File: src/rtl/sump_cmd_receiver.sv
// sump_cmd_receiver: oversampling UART receiver that frames SUMP short/long commands
module sump_cmd_receiver #(
  parameter int CLK_FREQ_HZ   = 100_000_000,
  parameter int BAUD_RATE     = 9600,
  parameter int OVERSAMPLE    = 16,
  parameter int PARITY        = 0,
  parameter int STOP_BITS     = 1,
  parameter int TIMEOUT_CHARS = 16
) (
  input  logic        system_clock,
  input  logic        ext_reset_n,
  input  logic        rx,
  output logic        byte_valid,
  output logic [7:0]  byte_data,
  output logic        cmd_valid,
  output logic [7:0]  cmd_opcode,
  output logic [31:0] cmd_data,
  output logic        cmd_long,
  output logic        cmd_busy,
  output logic        frame_err,
  output logic        parity_err,
  output logic        timeout_err
);
  localparam int DIV_RAW = (CLK_FREQ_HZ + BAUD_RATE * OVERSAMPLE / 2) / (BAUD_RATE * OVERSAMPLE);
  localparam int DIV     = DIV_RAW < 1 ? 1 : DIV_RAW;
  localparam int DW      = DIV > 1 ? $clog2(DIV) : 1;
  localparam int OW      = $clog2(OVERSAMPLE);
  localparam int TO_LIM  = TIMEOUT_CHARS * OVERSAMPLE * (10 + (PARITY != 0 ? 1 : 0) + STOP_BITS - 1);
  localparam int TW      = $clog2(TO_LIM + 1);
  localparam logic [TW-1:0] TO_MAX = TW'(TO_LIM);
  typedef enum logic [2:0] {R_IDLE, R_START, R_DATA, R_PARITY, R_STOP, R_BREAK} rx_state_t;
  typedef enum logic {A_IDLE, A_COLLECT} a_state_t;
  logic [1:0]    sync_q;
  logic [DW-1:0] div_q, div_d;
  rx_state_t     rx_state_q, rx_state_d;
  logic [OW-1:0] os_q, os_d;
  logic [2:0]    bit_q, bit_d;
  logic [7:0]    rsh_q, rsh_d;
  logic          perr_q, perr_d;
  logic          byte_valid_q, byte_valid_d, frame_err_q, frame_err_d, parity_err_q, parity_err_d;
  logic [7:0]    byte_data_q, byte_data_d;
  a_state_t      a_state_q, a_state_d;
  logic [1:0]    n_q, n_d;
  logic [7:0]    op_q, op_d;
  logic [23:0]   acc_q, acc_d;
  logic [TW-1:0] to_q, to_d;
  logic          cmd_valid_q, cmd_valid_d, cmd_long_q, cmd_long_d, cmd_busy_q, cmd_busy_d;
  logic          timeout_err_q, timeout_err_d;
  logic [7:0]    cmd_opcode_q, cmd_opcode_d;
  logic [31:0]   cmd_data_q, cmd_data_d;
  logic          rx_s, tick, samp, exp_par;
  assign rx_s    = sync_q[1];
  assign tick    = div_q == DW'(DIV - 1);
  assign div_d   = tick ? '0 : div_q + 1'b1;
  assign samp    = tick && os_q == (rx_state_q == R_START ? OW'(OVERSAMPLE / 2 - 1) : OW'(OVERSAMPLE - 1));
  assign exp_par = PARITY == 1 ? ~^rsh_q : ^rsh_q;
  always_comb begin
    rx_state_d   = rx_state_q;
    os_d         = rx_state_q == R_IDLE ? '0 : samp ? '0 : os_q + OW'(tick);
    bit_d        = bit_q;
    rsh_d        = rsh_q;
    perr_d       = perr_q;
    byte_valid_d = 1'b0;
    frame_err_d  = 1'b0;
    parity_err_d = 1'b0;
    byte_data_d  = byte_data_q;
    unique case (rx_state_q)
      R_IDLE: begin
        bit_d  = '0;
        perr_d = 1'b0;
        if (!rx_s) rx_state_d = R_START;
      end
      R_START: if (samp) rx_state_d = rx_s ? R_IDLE : R_DATA;
      R_DATA: if (samp) begin
        rsh_d = {rx_s, rsh_q[7:1]};
        bit_d = bit_q + 1'b1;
        if (bit_q == 3'd7) rx_state_d = PARITY != 0 ? R_PARITY : R_STOP;
      end
      R_PARITY: if (samp) begin
        perr_d     = rx_s != exp_par;
        rx_state_d = R_STOP;
      end
      R_STOP: if (samp) begin
        bit_d = bit_q + 1'b1;
        if (!rx_s) begin
          frame_err_d = 1'b1;
          rx_state_d  = R_BREAK;
        end else if (bit_q == 3'(STOP_BITS - 1)) begin
          rx_state_d   = R_IDLE;
          parity_err_d = perr_q;
          byte_valid_d = !perr_q;
          byte_data_d  = perr_q ? byte_data_q : rsh_q;
        end
      end
      R_BREAK: if (rx_s) rx_state_d = R_IDLE;
      default: rx_state_d = R_IDLE;
    endcase
  end
  always_comb begin
    a_state_d     = a_state_q;
    n_d           = n_q;
    op_d          = op_q;
    acc_d         = acc_q;
    to_d          = (byte_valid_q || a_state_q == A_IDLE) ? '0 : to_q + TW'(tick);
    cmd_valid_d   = 1'b0;
    cmd_opcode_d  = cmd_opcode_q;
    cmd_data_d    = cmd_data_q;
    cmd_long_d    = cmd_long_q;
    cmd_busy_d    = cmd_busy_q;
    timeout_err_d = 1'b0;
    if (a_state_q == A_IDLE) begin
      if (byte_valid_q && !byte_data_q[7]) begin
        cmd_valid_d  = 1'b1;
        cmd_opcode_d = byte_data_q;
        cmd_data_d   = '0;
        cmd_long_d   = 1'b0;
      end else if (byte_valid_q) begin
        op_d       = byte_data_q;
        n_d        = '0;
        cmd_busy_d = 1'b1;
        a_state_d  = A_COLLECT;
      end
    end else if (byte_valid_q) begin
      acc_d = {acc_q[15:0], byte_data_q};
      n_d   = n_q + 1'b1;
      if (n_q == 2'd3) begin
        cmd_valid_d  = 1'b1;
        cmd_opcode_d = op_q;
        cmd_data_d   = {acc_q, byte_data_q};
        cmd_long_d   = 1'b1;
        cmd_busy_d   = 1'b0;
        a_state_d    = A_IDLE;
      end
    end else if (frame_err_q || parity_err_q || to_q == TO_MAX) begin
      // a line error takes precedence over a timeout landing in the same cycle
      timeout_err_d = !(frame_err_q || parity_err_q);
      cmd_busy_d    = 1'b0;
      a_state_d     = A_IDLE;
    end
  end
  always_ff @(posedge system_clock) begin
    if (!ext_reset_n) begin
      sync_q        <= 2'b11;
      div_q         <= '0;
      rx_state_q    <= R_IDLE;
      os_q          <= '0;
      bit_q         <= '0;
      rsh_q         <= '0;
      perr_q        <= 1'b0;
      byte_valid_q  <= 1'b0;
      byte_data_q   <= '0;
      frame_err_q   <= 1'b0;
      parity_err_q  <= 1'b0;
      a_state_q     <= A_IDLE;
      n_q           <= '0;
      op_q          <= '0;
      acc_q         <= '0;
      to_q          <= '0;
      cmd_valid_q   <= 1'b0;
      cmd_opcode_q  <= '0;
      cmd_data_q    <= '0;
      cmd_long_q    <= 1'b0;
      cmd_busy_q    <= 1'b0;
      timeout_err_q <= 1'b0;
    end else begin
      sync_q        <= {sync_q[0], rx};
      div_q         <= div_d;
      rx_state_q    <= rx_state_d;
      os_q          <= os_d;
      bit_q         <= bit_d;
      rsh_q         <= rsh_d;
      perr_q        <= perr_d;
      byte_valid_q  <= byte_valid_d;
      byte_data_q   <= byte_data_d;
      frame_err_q   <= frame_err_d;
      parity_err_q  <= parity_err_d;
      a_state_q     <= a_state_d;
      n_q           <= n_d;
      op_q          <= op_d;
      acc_q         <= acc_d;
      to_q          <= to_d;
      cmd_valid_q   <= cmd_valid_d;
      cmd_opcode_q  <= cmd_opcode_d;
      cmd_data_q    <= cmd_data_d;
      cmd_long_q    <= cmd_long_d;
      cmd_busy_q    <= cmd_busy_d;
      timeout_err_q <= timeout_err_d;
    end
  end
  assign byte_valid  = byte_valid_q;
  assign byte_data   = byte_data_q;
  assign cmd_valid   = cmd_valid_q;
  assign cmd_opcode  = cmd_opcode_q;
  assign cmd_data    = cmd_data_q;
  assign cmd_long    = cmd_long_q;
  assign cmd_busy    = cmd_busy_q;
  assign frame_err   = frame_err_q;
  assign parity_err  = parity_err_q;
  assign timeout_err = timeout_err_q;
endmodule
File: config.mk
export PLATFORM = sky130hd
export DESIGN_NAME = sump_cmd_receiver
export DESIGN_NICKNAME = d
export VERILOG_FILES = /design/src/rtl/sump_cmd_receiver.sv
export SDC_FILE = /design/constraint.sdc
export NUM_CORES = 1
export LEC_CHECK = 0
export CAP_MARGIN = 30
export CORE_UTILIZATION = 45
export CTS_CLUSTER_DIAMETER = 80
export CTS_CLUSTER_SIZE = 30
export DETAILED_ROUTE_END_ITERATION = 6
export PLACE_DENSITY = 0.66
export SYNTH_ARGS = -nofsm -noshare
export SYNTH_HDL_FRONTEND = slang
export SYNTH_SLANG_ARGS = --single-unit
File: constraint.sdc
create_clock -name system_clock -period 2.65 [get_ports system_clock]
set_input_delay 0.53 -clock system_clock [delete_from_list [all_inputs] [get_ports system_clock]]
set_output_delay 0.53 -clock system_clock [all_outputs]
set_load 0.1 [all_outputs]
==> impl_metrics.toml <==
[floorplan]
die-area_um2 = 11800
rows = 38
initial_core_util = 0.467
core_area_um2 = 10900
die_h_um = 108
floorplan.die.width_um = 108
io_pins = 58

[clock_network]
clock_latency_ps = 410
post-cts-setup-buffers = 0
hold_buffers = 0
post_cts_resized = 0
cts-buffers-inserted = 17
cts_sinks = 133
clk_pin_slew_ps = 60
tritoncts = "yes"
h-tree-depth = 4
clk_path_buf_depth = 2
cts-root-buf = "clkbuf_16"

[yosys]
synth_seq_cells = 133
synth.avg_cell_area_um2 = 9.57
async_flop_share = 0
ys_seq_area_frac = 0.522
synth_area_um2 = 5100
synth-edff-count = 0
synthCells = 533
synthFlopType = "dfxtp_1"
synth_cell_types = 49
syn-num-nets = 546
yosysWarnings = 0

[timing]
maxSlewHeadroom = 0.407
holdWs_ps = 411
worst_pin_slew_ps = 886
fmax_mhz = 459
hold_violations = 0
finalSetupViolCount = 0
fin_crit_ps = 2180
post-route-period-util = 0.823
skew_ps = 6.07
drv_slew = 0
tns_ps = 0
rsz0062_at_grt = "false"

[power_and_ir_drop]
pwr-share-comb = 0.056
p_int_mw = 3.84
pwr-share-seq = 0.418
peakVddDrop_uv = 614
clkPwrFrac = 0.526
p_switching_mw = 1.11
p_per_area_nw_per_um2 = 783
switching_share = 0.224
p_leak_nw = 2.52

[drt]
drt_iter0_drc = 165
drtAntennaViolNets = 0
drc = 0
wire_per_inst_um = 13.9
num_vias = 3787
via_per_inst = 5.10
drt_wl_total_um = 10300
drt_first_pass_iters = 4

[place]
place_congestion = 0.824
port_buffers = 57
detailed_place_hpwl_um = 6970

[global_routing]
overflow = 0
grt_max_degree = 55
grt_pass1_vias = 3607
gr-usage-all-layers = 0.190
grt_pass1_wl_um = 17400
antenna_found_initial = 0

[setup_path]
startpoint_type = "flip-flop"
crit_chain = "and4bb_2 > nand4_2 > inv_1 > ha_1 > ha_1 > nand3_1 > nor2_1 > nand2_1 > xor2_1 > nor2_1"
worstSetupEndpointType = "flip-flop"
cp_max_fo = 9
slowest_delay_ps = 340
arrival_ps = 2490
worst_ep_required_time_ps = 2960
path_class = "reg -> reg"
crit_slowest_cell = "dfxtp_1"

[finish]
fill_cells = 968
syn_to_final_growth_pct = 23.9
nNetsFinal = 603
final_common_cell = "dfxtp_1"
final_cell_mix = "dfxtp_1, nand2_1, nor2_1"
drive_gt1_frac = 0.176
diodes = 0

[hold_path]
hold_class = "reg -> reg"

[status]
status = "finished clean"

[run]
maxCapViolCount = 0
[metal layers]
metal | up-vias | share of wire | GRT usage
li1 | 1951 | - | -
met1 | 1760 | 0.48 | 0.238
met2 | 63 | 0.47 | 0.310
met3 | 13 | 0.038 | 0.0512
met4 | 0 | 0.013 | 0.0753
met5 | - | 0 | 0
[cells by family after synthesis]
kind of cell	synth area share
XOR/XNOR	0.0542
flip-flops	0.522
AND/OR/NAND/NOR	0.180
multiplexers	0.0650
AO/OA/AOI/OAI	0.120
adder cells (fa/ha/maj)	0.0245
buffers and inverters	0.0341
[sequential cells by signal, indices dropped and copies added, names as in the netlist, 2 cells and up]
name and flops:
sync_q 2, op_q 8, rx_state_q 3, n_q 2, div_q 10, acc_q 24, to_q 12, cmd_data 32
bit_q 3, cmd_opcode 8, byte_data 8, os_q 4, rsh_q 8
[cell type report]
| cell class | count | area, um^2 | share of cell area |
|---|---|---|---|
| sequential | 133 | 2660 | 0.421 |
| tap | 140 | 175 | 0.0277 |
| multi-input combinational | 359 | 2270 | 0.360 |
| clock inverter | 14 | 223 | 0.0352 |
| clock buffer | 18 | 439 | 0.0694 |
| timing repair buffer | 66 | 500 | 0.0791 |
| inverter | 13 | 48.8 | 0.00772 |
[critical path, delay by kind of cell (launching register included)]
kind,cells,cell delay [ps]
xor gates and xnor gates,1,130
adders and majority gates,2,400
buffers and inverters,1,180
DFF,1,340
and+or+nand+nor,6,1020
[Yosys cell counts (all sizes together) (2+ instances only)]
master / n / area share
a21oi: 35 / 0.034
mux2i: 32 / 0.063
nand2: 71 / 0.052
nor2: 69 / 0.051
nand4: 5 / 0.0074
xnor2: 17 / 0.029
nand2b: 5 / 0.0061
a211oi: 7 / 0.010
xor2: 12 / 0.021
ha: 10 / 0.025
buf: 5 / 0.0076
dfxtp: 133 / 0.52
inv: 13 / 0.0096
a22o: 31 / 0.053
nor3: 6 / 0.0059
or2: 2 / 0.0029
or3: 2 / 0.0025
and3: 5 / 0.0061
clkbuf: 23 / 0.017
nor4: 5 / 0.010
nand3b: 3 / 0.0044
and4: 2 / 0.0034
nor4b: 3 / 0.0052
o21ai: 9 / 0.0088
or4: 2 / 0.0037
and2: 2 / 0.0025
nand3: 10 / 0.0098
[through the flow]
stage                     power (mW)   util  worst slack [ps]  instances  instance area, um^2
after floorplan                 2.35      -               308        533                 5100
after global placement          2.38  0.518               500        711                 5660
after detailed placement        2.39  0.518               479        711                 5660
after CTS                       4.99  0.578               457        743                 6320
after global routing            5.13  0.578               255        743                 6320
final                           4.95  0.578               470        743                 6320
[power groups by stage]
stage / clock network, mW / registers (mW) / logic, mW
finish: 2.60 / 2.07 / 0.276
global route: 2.75 / 2.08 / 0.302
CTS: 2.65 / 2.07 / 0.275
detailed placement: 0 / 2.11 / 0.273
global placement: 0 / 2.11 / 0.265
floorplan: 0 / 2.07 / 0.274
[worst paths after layout]
path / from / to / slack [ps] / depth (start not counted)
worst max-delay path: div_q[2]$_SDFF_PP0_ / to_q[6]$_SDFF_PP0_ / 470 / 10
worst min-delay path: sync_q[0]$_SDFF_PN1_ / sync_q[1]$_SDFF_PN1_ / 410 / 1
worst max register to register: div_q[2]$_SDFF_PP0_ / to_q[6]$_SDFF_PP0_ / 470 / 10
worst min register to register: sync_q[0]$_SDFF_PN1_ / sync_q[1]$_SDFF_PN1_ / 410 / 1
Note: power is estimated with default switching activity, not from simulation.
